<file path="src/rtl/seq_det_pkg.sv">
// Shared constants and elaboration-time helpers for the time-multiplexed pattern detector.
// The fallback table is built once from the pattern and indexed by (prefix length, bit).
package seq_det_pkg;

   localparam int FB_EW  = 4;  // bits per fallback entry, enough for PAT_LEN up to 8
   localparam int FB_MAX = 8;

   typedef logic [2*FB_MAX*FB_EW-1:0] fb_t;

   function automatic int state_width(input int pat_len);
      return $clog2(pat_len + 1);
   endfunction

   function automatic int chan_width(input int n_ch);
      return (n_ch <= 2) ? 1 : $clog2(n_ch);
   endfunction

   function automatic int det_state(input int pat_len);
      return pat_len;
   endfunction

   // Entry (k,b): longest pattern prefix that is a proper suffix of (first k pattern bits, b).
   function automatic fb_t fb_table(input logic [FB_MAX-1:0] pattern, input int pat_len);
      fb_t             tbl;
      logic [FB_MAX:0] s;
      bit              ok;
      int              best;
      tbl = '0;
      for (int k = 0; k < pat_len; k++) begin
         for (int b = 0; b < 2; b++) begin
            s = '0;
            for (int i = 0; i < k; i++) s[i] = pattern[pat_len-1-i];
            s[k] = b[0];
            best = 0;
            for (int l = k; l >= 1; l--) begin
               if (best == 0) begin
                  ok = 1'b1;
                  for (int i = 0; i < l; i++)
                     if (pattern[pat_len-1-i] != s[k+1-l+i]) ok = 1'b0;
                  if (ok) best = l;
               end
            end
            tbl[(k*2+b)*FB_EW +: FB_EW] = FB_EW'(best);
         end
      end
      return tbl;
   endfunction

endpackage

</file>
<file path="src/rtl/seq_det_scheduler_if.sv">
// Channel-side bundle of the shared pattern detector plus state visibility for checkers.
interface seq_det_scheduler_if #(
   parameter int N_CH = 4,
   parameter int CW   = 2,
   parameter int SW   = 3
);
   // A bit on channel i is consumed in a cycle where in_valid[i] and in_ready[i] are both 1;
   // in_ready is one-hot or zero and never asserts without the matching in_valid.
   logic [N_CH-1:0]          in_valid;
   logic [N_CH-1:0]          in_bit;
   logic [N_CH-1:0]          in_ready;
   logic [N_CH-1:0]          clear_ch;
   logic                     det_valid;
   logic [CW-1:0]            det_ch;
   logic [N_CH-1:0][SW-1:0]  state_dbg;
   logic                     moore_dbg;

   modport master (
      output in_valid, in_bit, clear_ch,
      input  in_ready, det_valid, det_ch, state_dbg, moore_dbg
   );

   modport slave (
      input  in_valid, in_bit, clear_ch,
      output in_ready, det_valid, det_ch, state_dbg, moore_dbg
   );
endinterface

</file>
<file path="src/rtl/seq_det_core.sv">
// Combinational next-state logic of the non-overlapping Moore detector; one copy is
// time-shared by all channels.
module seq_det_core
   import seq_det_pkg::*;
#(
   parameter int               PAT_LEN = 4,
   parameter logic [PAT_LEN-1:0] PATTERN = 4'b1110,
   localparam int              SW      = state_width(PAT_LEN)
) (
   input  logic [SW-1:0] state_in,
   input  logic          bit_in,
   output logic [SW-1:0] state_nxt,
   output logic          moore_out
);

   localparam fb_t           FB  = fb_table(FB_MAX'(PATTERN), PAT_LEN);
   localparam logic [SW-1:0] DET = SW'(det_state(PAT_LEN));

   logic [SW-1:0] eff;

   // DET restarts like S0; encodings above DET match no k and fall to S0.
   always_comb begin
      eff       = (state_in == DET) ? '0 : state_in;
      state_nxt = '0;
      for (int k = 0; k < PAT_LEN; k++) begin
         if (eff == SW'(k)) begin
            if (bit_in == PATTERN[PAT_LEN-1-k])
               state_nxt = SW'(k + 1);
            else if (bit_in)
               state_nxt = SW'(FB[(k*2+1)*FB_EW +: FB_EW]);
            else
               state_nxt = SW'(FB[(k*2)*FB_EW +: FB_EW]);
         end
      end
   end

   assign moore_out = (state_in == DET);

endmodule

</file>
<file path="src/rtl/seq_det_scheduler.sv">
// Round-robin scheduler that steps one channel per cycle through a shared detector core
// and reports completed patterns as a registered, channel-tagged pulse.
module seq_det_scheduler
   import seq_det_pkg::*;
#(
   parameter int                 N_CH    = 4,
   parameter int                 PAT_LEN = 4,
   parameter logic [PAT_LEN-1:0] PATTERN = 4'b1110,
   localparam int                SW      = state_width(PAT_LEN),
   localparam int                CW      = chan_width(N_CH)
) (
   input logic               clk,
   input logic               rst_n,
   seq_det_scheduler_if.slave bus
);

   localparam logic [SW-1:0] DET = SW'(det_state(PAT_LEN));

   logic [SW-1:0]   state_q [N_CH];
   logic [CW-1:0]   ptr_q;
   logic            det_valid_q;
   logic [CW-1:0]   det_ch_q;

   logic [N_CH-1:0] grant;
   logic [CW-1:0]   gidx;
   logic            found;
   logic [CW-1:0]   ptr_nxt;
   logic [SW-1:0]   cur_state;
   logic            cur_bit;
   logic [SW-1:0]   state_nxt;
   logic            moore_out;
   logic            det_hit;
   int              idx;

   // First valid channel at or after the pointer, wrapping modulo N_CH.
   always_comb begin
      grant = '0;
      gidx  = '0;
      found = 1'b0;
      idx   = 0;
      for (int i = 0; i < N_CH; i++) begin
         idx = int'(ptr_q) + i;
         if (idx >= N_CH) idx = idx - N_CH;
         if (!found && bus.in_valid[idx]) begin
            found      = 1'b1;
            grant[idx] = 1'b1;
            gidx       = CW'(idx);
         end
      end
   end

   assign ptr_nxt   = (int'(gidx) == N_CH - 1) ? '0 : gidx + CW'(1);
   assign cur_state = state_q[gidx];
   assign cur_bit   = bus.in_bit[gidx];

   seq_det_core #(
      .PAT_LEN (PAT_LEN),
      .PATTERN (PATTERN)
   ) u_core (
      .state_in  (cur_state),
      .bit_in    (cur_bit),
      .state_nxt (state_nxt),
      .moore_out (moore_out)
   );

   // A clear on the granted channel swallows the bit and any detection it would cause.
   assign det_hit = found && !bus.clear_ch[gidx] && (state_nxt == DET);

   always_ff @(posedge clk or negedge rst_n) begin
      if (!rst_n) begin
         for (int i = 0; i < N_CH; i++) state_q[i] <= '0;
         ptr_q       <= '0;
         det_valid_q <= 1'b0;
         det_ch_q    <= '0;
      end else begin
         for (int i = 0; i < N_CH; i++) begin
            if (bus.clear_ch[i])
               state_q[i] <= '0;
            else if (grant[i])
               state_q[i] <= state_nxt;
         end
         if (found) ptr_q <= ptr_nxt;
         det_valid_q <= det_hit;
         if (det_hit) det_ch_q <= gidx;
      end
   end

   assign bus.in_ready  = grant;
   assign bus.det_valid = det_valid_q;
   assign bus.det_ch    = det_ch_q;
   assign bus.moore_dbg = moore_out;

   for (genvar g = 0; g < N_CH; g++) begin : g_dbg
      assign bus.state_dbg[g] = state_q[g];
   end

endmodule

</file>
<file path="src/flat_wrapper.sv">
// flat-port wrapper written by rule: the top's interface ports become plain ports
module seq_det_scheduler_flat import seq_det_pkg::*;
#(
   parameter int                 N_CH    = 4,
   parameter int                 PAT_LEN = 4,
   parameter logic [PAT_LEN-1:0] PATTERN = 4'b1110,
   localparam int                SW      = state_width(PAT_LEN),
   localparam int                CW      = chan_width(N_CH)
)
  (clk, rst_n, bus_in_valid, bus_in_bit, bus_clear_ch, bus_in_ready, bus_det_valid, bus_det_ch, bus_state_dbg, bus_moore_dbg);
  seq_det_scheduler_if #(.N_CH(N_CH), .CW((2)), .SW((3))) bus_i ();
  input logic clk;
  input logic rst_n;
  input wire logic [$bits(bus_i.in_valid)-1:0] bus_in_valid;
  input wire logic [$bits(bus_i.in_bit)-1:0] bus_in_bit;
  input wire logic [$bits(bus_i.clear_ch)-1:0] bus_clear_ch;
  output wire logic [$bits(bus_i.in_ready)-1:0] bus_in_ready;
  output wire logic [$bits(bus_i.det_valid)-1:0] bus_det_valid;
  output wire logic [$bits(bus_i.det_ch)-1:0] bus_det_ch;
  output wire logic [$bits(bus_i.state_dbg)-1:0] bus_state_dbg;
  output wire logic [$bits(bus_i.moore_dbg)-1:0] bus_moore_dbg;
  assign bus_i.in_valid = bus_in_valid;
  assign bus_i.in_bit = bus_in_bit;
  assign bus_i.clear_ch = bus_clear_ch;
  assign bus_in_ready = bus_i.in_ready;
  assign bus_det_valid = bus_i.det_valid;
  assign bus_det_ch = bus_i.det_ch;
  assign bus_state_dbg = bus_i.state_dbg;
  assign bus_moore_dbg = bus_i.moore_dbg;
  seq_det_scheduler #(.N_CH(N_CH), .PAT_LEN(PAT_LEN), .PATTERN(PATTERN)) u_core (.clk(clk), .rst_n(rst_n), .bus(bus_i));
endmodule
</file>
<file path="config.mk">
export PLATFORM = sky130hd
export DESIGN_NAME = seq_det_scheduler_flat
export DESIGN_NICKNAME = d
export VERILOG_FILES = /design/src/rtl/seq_det_pkg.sv /design/src/rtl/seq_det_scheduler_if.sv /design/src/rtl/seq_det_core.sv /design/src/rtl/seq_det_scheduler.sv /design/src/flat_wrapper.sv
export SDC_FILE = /design/constraint.sdc
export NUM_CORES = 1
export LEC_CHECK = 0
export BUFFER_PORTS_ARGS = -buffer_cell sky130_fd_sc_hd__buf_2
export CORE_MARGIN = 3
export CORE_UTILIZATION = 58
export DETAILED_ROUTE_END_ITERATION = 6
export PLACE_DENSITY = 0.93
export SETUP_SLACK_MARGIN = 0.02
export SLEW_MARGIN = 10
export SYNTH_ARGS = -nofsm -noshare
export SYNTH_HDL_FRONTEND = slang
export SYNTH_HIERARCHICAL = 1
export SYNTH_SLANG_ARGS = --single-unit
</file>
<file path="constraint.sdc">
create_clock -name clk -period 6 [get_ports clk]
set_input_delay 0.6 -clock clk [delete_from_list [all_inputs] [get_ports clk]]
set_output_delay 0.6 -clock clk [all_outputs]
set_load 0.05 [all_outputs]
</file>
==> metrics.yaml, run 1 <==
sta:
  tightest_slew_ns: 0.669
  rsz0062_at_grt: "no"
  fin_setup_tns_ns: 0
  hold_viol_final: 0
  setup_viol: 0
  fmax_mhz: 208
  slew_viol_final: 0
  relSlewSlack: 0.554
  min_period_ns: 4.81
  fin_crit_sh: 0.802
  skew_ns: 0.00925
routing:
  viasPerCell: 6.10
  vias: 1280
  initialDrtViolationCount: 51
  wl_per_cell_um: 16.8
  finalWirelength_um: 3520
  dr.pass1.iters: 4
  drc: 0
  final_antenna_net_count: 0
global_route:
  overflow: 0
  grt_max_degree: 20
  grt_pass1_wl_um: 5900
  grt_usage: 0.224
  first_global_vias: 1277
  antenna_found_initial: 0
yosys:
  yosysUniqueCellTypes: 40
  ys_warn_count: 6
  synth_top_flop_cell: "dfrtp_1"
  synthesis.nets: 169
  avgSynthCellArea_sq_um: 10.5
  seq_area_frac_synth: 0.277
  synth-edff-count: 0
  synthCells: 147
  yosys_register_bits: 17
  syn_area_sq_um: 1540
  synth-async-reset-ratio: 1.00
finish:
  regArea_sq_um: 425
  num_antenna_cells: 0
  final_util: 0.696
  fin_area_sq_um: 1740
  fillers: 193
  layout-drive-gt1-share: 0.361
  nets: 203
  multi_input_area_sq_um: 1050
  area_growth_pct: 13.2
floorplan:
  num_rows: 18
  ios: 34
  chipWidth_um: 57.5
  dieArea_sq_um: 3300
  start_util: 0.615
  fp.dieH_um: 57.5
  coreArea_sq_um: 2500
flow_run:
  drv_cap: 0
clock_tree:
  root_buffer: "clkbuf_4"
  clk_pin_slew_worst_paths_ns: 0.10
  hold_buffers: 0
  cts-resized-gates: 0
  cts_buffer_depth: 2
  cts_inserted_buffers: 3
  post_cts_buffers: 0
  htreeDepth: 1
  clkSinkCount: 17
  cts_tree: "yes"
  clk_latency_ns: 0.29
placement:
  place_congestion: 0.886
  dpl.hpwl_um: 2800
  portBuffers: 33
  place_area_sq_um: 1710
critical_path:
  end_kind: "register"
  cpMaxStageDelayCell: "dfrtp_1"
  required_ns: 6.18
  crit_path_cell_trace: "inv_1 -> ha_1 -> mux4_2 -> inv_1 -> a21oi_1 -> a21boi_2 -> nor2_1 -> a21oi_1 -> nand2_1 -> nor3_1 -> or4b_4 -> clkinv_1 -> nand2_1 -> o22a_1"
  path_max_fanout: 19
  cp.buffers_inverters: 3
  start_kind: "register"
  crit_family: "simple AND/OR/NAND/NOR gates"
  worst_path_largest_cell_delay_ns: 0.78
  crit_arrival_ns: 4.99
  criticalPathCategory: "register to register"
run_status:
  status: "finished, final reports clean"
worst_hold_path:
  hp-class: "primary input to asynchronous set/reset pin"
[registers in the layout (all words and copies together) (netlist names)]
register	cells
u_core/bus.det_ch	2
u_core/ptr_q	2
u_core/bus.state_dbg	12
u_core/bus.det_valid	1
[path summary, 6_finish.rpt]
kind,from,end,slack [ns],cells after the start
setup / recovery,u_core/ptr_q[0],u_core/bus.det_ch[0],1.19,14
hold / removal,rst_n,u_core/bus.state_dbg[9],0.21,1
setup reg to reg,u_core/ptr_q[0],u_core/bus.det_ch[0],1.19,14
hold reg to reg,u_core/bus.det_ch[1],u_core/bus.det_ch[1],0.53,1
max in group asynchronous,rst_n,u_core/bus.det_ch[0],5.50,1
min in group clk,bus_clear_ch[3],u_core/bus.state_dbg[10],0.50,2
[kinds of logic after synthesis]
family,Yosys count,share of synthesized area
flops,17,0.277
mux,28,0.220
buf+inv,13,0.0391
xor+xnor,1,0.00570
simple gates,51,0.195
compound gates,29,0.198
fa+ha+maj,8,0.0651
[metrics by stage]
stage / std cells / setup slack, ns / hold slack [ns]
5_1_grt: 210 / 0.755 / 0.224
4_1_cts: 210 / 1.25 / 0.221
2_1_floorplan: 147 / 1.97 / 0.304
3_3_place_gp: 206 / 1.58 / 0.488
3_5_place_dp: 206 / 1.27 / 0.502
6_report: 210 / 1.19 / 0.211
[cell usage after synthesis (6+ instances only)]
cell	number	share of area
nand2b_1	6	0.024
a21oi_1	7	0.023
dfrtp_1	17	0.28
mux2i_1	18	0.12
nand2_1	6	0.015
ha_1	8	0.065
nor2_1	18	0.044
mux2_2	6	0.044
[metal layers]
metal,wire [um],part of all wire,up-vias,track usage
li1,-,-,606,-
met1,1490,0.42,612,0.314
met3,229,0.065,8,0.0158
met5,0,0,-,0
met2,1750,0.50,54,0.374
met4,53,0.015,0,0.0629
[cell type report]
| cell class | instances | share of cell area |
|---|---|---|
| multi-input cells | 117 | 0.604 |
| flip-flops and latches | 17 | 0.245 |
| repair buffers | 33 | 0.0950 |
| well taps | 30 | 0.0216 |
| inverters | 9 | 0.0194 |
| clock buffers | 4 | 0.0151 |
[cells in the final DEF, fill, tap and decap left out, types with 2 or more instances in the layout]
master / instances
mux2i_1: 18
a221o_1: 4
nor2_2: 2
nor2b_1: 3
dfrtp_1: 17
o22a_1: 2
inv_1: 4
mux4_2: 4
a21oi_1: 7
nand3_1: 4
nor2_1: 18
o21ai_1: 3
mux2_2: 6
buf_2: 33
nand2_1: 6
ha_1: 8
nand2b_1: 6
a22oi_4: 4
and2_1: 4
inv_2: 4
clkbuf_4: 3
Power of run 1 is not shown: default switching activity piles up to over one toggle a cycle in this logic, so the estimate is an artifact.
==> inputs of run 2 (changes only) <==
CORE_UTILIZATION = 49   (was 58)
PLACE_DENSITY = 0.84   (was 0.93)
clock period = 4.1 ns   (was 6 ns; I/O delays follow)
==> metrics.yaml, run 2 (same netlist as run 1, synthesis figures left out) <==
critical_path:
  crit_arrival_ns: 3.99
  start_kind: "register"
  required_ns: 4.28
  path_max_fanout: 9
  criticalPathCategory: "register to register"
  cp.buffers_inverters: 3
  end_kind: "register"
  cpMaxStageDelayCell: "mux4_2"
  worst_path_largest_cell_delay_ns: 0.67
  crit_family: "compound AO/OA/AOI/OAI gates"
  reg2reg_setup_slack_ns: 0.29
  crit_path_cell_trace: "inv_1 -> ha_1 -> mux4_2 -> inv_1 -> a21oi_1 -> a21boi_2 -> nor2_1 -> a21oi_1 -> nor2b_1 -> o21a_1 -> or4b_4 -> clkinv_1 -> nand2_1 -> o22a_1"
sta:
  fin_crit_sh: 0.930
  setup_viol: 0
  skew_ns: 0.00737
  fmax_mhz: 262
  slew_viol_final: 0
  rsz0062_at_grt: "no"
  fin_setup_tns_ns: 0
  relSlewSlack: 0.608
  tightest_slew_ns: 0.585
  hold_viol_final: 0
  min_period_ns: 3.81
routing:
  drc: 0
  wl_per_cell_um: 16.7
  finalWirelength_um: 3820
  final_antenna_net_count: 0
  dr.pass1.iters: 4
  vias: 1288
  viasPerCell: 5.62
  initialDrtViolationCount: 67
floorplan:
  coreArea_sq_um: 2880
  ios: 34
  dieArea_sq_um: 3840
  start_util: 0.534
  fp.dieH_um: 62.0
  num_rows: 19
  chipWidth_um: 62.0
worst_hold_path:
  hp-class: "primary input to asynchronous set/reset pin"
finish:
  final_common_cell: "buf_2"
  final_cell_mix: "33 x buf_2, 18 x nor2_1, 18 x mux2i_1"
  nets: 210
  regArea_sq_um: 425
  area_growth_pct: 17.6
  layout-drive-gt1-share: 0.380
  multi_input_area_sq_um: 1060
  num_antenna_cells: 0
  largest_reg_flops: 12
  fillers: 271
global_route:
  grt-busiest-layer: "met2"
  grtUsageMet3: 0.0393
  grtUsageMet1: 0.263
  use_met2: 0.391
  grt_usage: 0.217
  first_global_vias: 1331
  antenna_found_initial: 0
  grt_max_degree: 19
  overflow: 0
  grt_pass1_wl_um: 6110
clock_tree:
  hold_buffers: 0
  clk_latency_ns: 0.29
  clk_pin_slew_worst_paths_ns: 0.10
  post_cts_buffers: 0
  cts_tree: "yes"
  htreeDepth: 1
  clkSinkCount: 17
  root_buffer: "clkbuf_4"
  cts_buffer_depth: 2
  cts_inserted_buffers: 3
  cts-resized-gates: 0
placement:
  dpl.hpwl_um: 3010
  place_congestion: 0.880
  portBuffers: 33
run_status:
  status: "finished, final reports clean"
flow_run:
  drv_cap: 0
## run 2: cell count changes in the layout (fill, tap and decap cells not counted), sizes merged
cell	previous run	this run
a21boi	2	3
buf	33	39
## run 2: area by class of cell
class	instances	area share
Clock buffer	4	0.0145
Sequential cell	17	0.235
Inverter	9	0.0187
Tap cell	42	0.0291
Multi-Input combinational cell	118	0.586
Timing Repair Buffer	39	0.116
## run 2: final timing paths
kind	to	cells after the start	from
hold / removal	u_core/bus.state_dbg[8]	1	rst_n
max in group asynchronous	u_core/ptr_q[1]	1	rst_n
setup reg to reg	u_core/bus.det_ch[0]	14	u_core/ptr_q[1]
setup / recovery	u_core/bus.det_ch[0]	14	u_core/ptr_q[1]
hold reg to reg	u_core/bus.det_ch[1]	1	u_core/bus.det_ch[1]
min in group clk	u_core/bus.state_dbg[6]	2	bus_clear_ch[2]
## run 2: metal layers
layer  vias to the layer above  routed length [um]
li1                        619                   -
met1                       629                1610
met2                        34                2000
met3                         6                 174
met4                         0                  36
met5                         -                   0
## run 2: through the flow
stage | hold slack, ns | setup WS, ns | cell area (sq um) | utilization | instances
after global routing | 0.0404 | 0.0943 | 1810 | 0.628 | 229
after detailed placement | 0.349 | 0.277 | 1770 | 0.616 | 224
after global placement | 0.343 | 0.513 | 1770 | 0.616 | 224
after CTS | 0.0287 | 0.266 | 1800 | 0.625 | 228
final | 0.0257 | 0.286 | 1810 | 0.628 | 229
after floorplan | 0.114 | 0.0652 | 1540 | - | 147
## run 2: worst reg2reg max path: stages (launching register included)
cell and delay, ns:
dfrtp_1 0.35, inv_1 0.09, ha_1 0.41, mux4_2 0.67, inv_1 0.17, a21oi_1 0.11
a21boi_2 0.27, nor2_1 0.09, a21oi_1 0.32, nor2b_1 0.09, o21a_1 0.24, or4b_4 0.56
clkinv_1 0.08, nand2_1 0.06, o22a_1 0.21
Power of run 2 is left out for the same reason.
==> inputs of run 3 (changes only) <==
ABC_AREA = 1   (was default)
GPL_TIMING_DRIVEN = 0   (was default)
SKIP_CTS_REPAIR_TIMING = 1   (was default)
==> metrics.yaml, run 3 <==
sta:
  hold_viol_final: 0
  rsz0062_at_grt: "no"
  slew_viol_final: 0
  min_period_ns: 3.74
  fin_setup_tns_ns: 0
  fin_crit_sh: 0.911
  holdWs_ns: 0.0197
  relSlewSlack: 0.578
  tightest_slew_ns: 0.628
  setup_viol: 0
  fmax_mhz: 268
  skew_ns: 0.00117
critical_path:
  crit_family: "simple AND/OR/NAND/NOR gates"
  cp.buffers_inverters: 5
  crit_arrival_ns: 3.92
  cpMaxStageDelayCell: "dfrtp_1"
  crit_path_frequent_cell: "nand2_1"
  reg2reg_to: "u_core/bus.det_ch[0]"
  cp_num_cells: 21
  criticalPathCategory: "register to register"
  start_kind: "register"
  cp-startpoint: "u_core/ptr_q[1]"
  required_ns: 4.29
  crit_path_cell_trace: "inv_2 -> ha_1 -> inv_1 -> nand3_2 -> nand2_4 -> nor2_4 -> nor2_2 -> nand2_2 -> nand2_2 -> buf_6 -> nor2_2 -> nand2_1 -> nand3_1 -> inv_1 -> nor3_1 -> nor3b_1 -> nand2_1 -> inv_1 -> nand3_2 -> nand2_1 -> nand2_1"
  critPathCapture: "u_core/bus.det_ch[0]"
  path_max_fanout: 10
  worst_path_largest_cell_delay_ns: 0.60
  r2r_cells: 21
  reg2reg_setup_slack_ns: 0.36
  end_kind: "register"
  r2r_start: "u_core/ptr_q[1]"
yosys:
  synthMuxAreaShare: 0
  synth_top_family_by_area: "simple AND/OR/NAND/NOR gates"
  yosys.area_share.simple: 0.508
  synth.area.top_cells: "dfrtp_1 28%, nand2_1 17%, nand3_1 9.0%, ha_1 6.7%, inv_1 4.0%"
  synthCells: 206
  ys_warn_count: 6
  avgSynthCellArea_sq_um: 7.29
  synth-edff-count: 0
  yosysUniqueCellTypes: 30
  synth_top_flop_cell: "dfrtp_1"
  synthesis.nets: 228
  syn_area_sq_um: 1500
  synth_top_area_share: 0.283
  yosys_register_bits: 17
  netlist_top_cells_count: "68 x nand2_1, 27 x nand3_1, 17 x dfrtp_1"
  synth_most_common_cell: "nand2_1"
  synth-async-reset-ratio: 1.00
  seq_area_frac_synth: 0.283
  synth_compound_area_frac: 0.0550
  synth_top_area_cell: "dfrtp_1"
  yosys.area_share.adder: 0.0667
  synth-xor-area-share: 0
floorplan:
  chipWidth_um: 61.4
  start_util: 0.531
  fp.dieH_um: 61.4
  dieArea_sq_um: 3760
  ios: 34
  num_rows: 19
  coreArea_sq_um: 2830
routing:
  viasPerCell: 5.19
  final_antenna_net_count: 0
  wl_per_cell_um: 12.4
  finalWirelength_um: 3390
  drc: 0
  initialDrtViolationCount: 41
  dr.pass1.iters: 4
  vias: 1421
clock_tree:
  cts_buffer_depth: 2
  clk_latency_ns: 0.28
  clkSinkCount: 17
  htreeDepth: 1
  cts_tree: "yes"
  clk_pin_slew_worst_paths_ns: 0.09
  root_buffer: "clkbuf_4"
  cts_inserted_buffers: 3
global_route:
  grt_max_degree: 18
  grt_usage: 0.192
  first_global_vias: 1258
  grt_pass1_wl_um: 5590
  overflow: 0
  antenna_found_initial: 0
placement:
  place_area_sq_um: 1710
  place_congestion: 0.816
  dpl.hpwl_um: 2740
  portBuffers: 33
finish:
  final_util: 0.612
  layout-drive-gt1-share: 0.321
  final_common_cell: "nand2_1"
  fin_area_sq_um: 1730
  final_cell_mix: "68 x nand2_1, 33 x buf_2, 27 x nand3_1"
  nets: 266
  largest_reg_flops: 12
  area_growth_pct: 15.3
  num_antenna_cells: 0
worst_hold_path:
  hp-class: "primary input to asynchronous set/reset pin"
flow_run:
  drv_cap: 0
run_status:
  status: "finished, final reports clean"
## run 3: changes by cell type in the layout (fill, tap and decap cells not counted), sizes merged, moves of 5 or more
| cell | before | now |
|---|---|---|
| inv | 8 | 23 |
| mux2 | 6 | 0 |
| mux2i | 18 | 0 |
| nand2 | 6 | 81 |
| nand2b | 6 | 0 |
| nand3 | 4 | 33 |
| nand4 | 1 | 6 |
## run 3: worst min-delay path by stage
stage,startpoint,to,slack [ns],cells after the start
detailed placement,rst_n,u_core/bus.state_dbg[0],0.34,1
floorplan,rst_n,u_core/bus.det_ch[0],0.11,0
finish,rst_n,u_core/bus.state_dbg[0],0.02,1
global placement,rst_n,u_core/bus.state_dbg[0],0.34,1
CTS,rst_n,u_core/bus.state_dbg[0],0.02,1
global route,rst_n,u_core/bus.state_dbg[2],0.02,1
## run 3: cell type report
type	count	area (sq um)
fillers	269	1100
multi-input cells	163	946
flip-flops and latches	17	425
repair buffers	33	165
inverters	23	96.3
well taps	31	38.8
plain buffers	3	33.8
clock buffers	4	26.3
## run 3: worst register-to-register path, stage by stage (launching register included)
cell	delay (ns)
dfrtp_1	0.60
inv_2	0.19
ha_1	0.41
inv_1	0.09
nand3_2	0.10
nand2_4	0.09
nor2_4	0.17
nor2_2	0.05
nand2_2	0.08
nand2_2	0.07
buf_6	0.14
nor2_2	0.21
nand2_1	0.10
nand3_1	0.09
inv_1	0.06
nor3_1	0.54
nor3b_1	0.26
nand2_1	0.08
inv_1	0.10
nand3_2	0.10
nand2_1	0.07
nand2_1	0.04
## run 3: cells by family (layout without fill, tap and decap cells)
logic type / count (synthesis) / after routing
simple gates: 144 / 144
buf+inv: 26 / 63
compound gates: 11 / 11
flops: 17 / 17
fa+ha+maj: 8 / 8
## run 3: routing by layer
layer	vias to the layer above	share of wire	global-route usage
li1	738	-	-
met1	641	0.46	0.281
met2	42	0.48	0.307
met5	-	0	0
met3	0	0.060	0.0314
met4	0	0	0.0273
## run 3: stage by stage
step / std cells / setup slack [ns]
5_1_grt: 274 / 0.0760
3_3_place_gp: 270 / 0.469
2_1_floorplan: 206 / 0.939
4_1_cts: 274 / 0.393
3_5_place_dp: 270 / 0.430
6_report: 274 / 0.365
Power of run 3 is left out for the same reason.
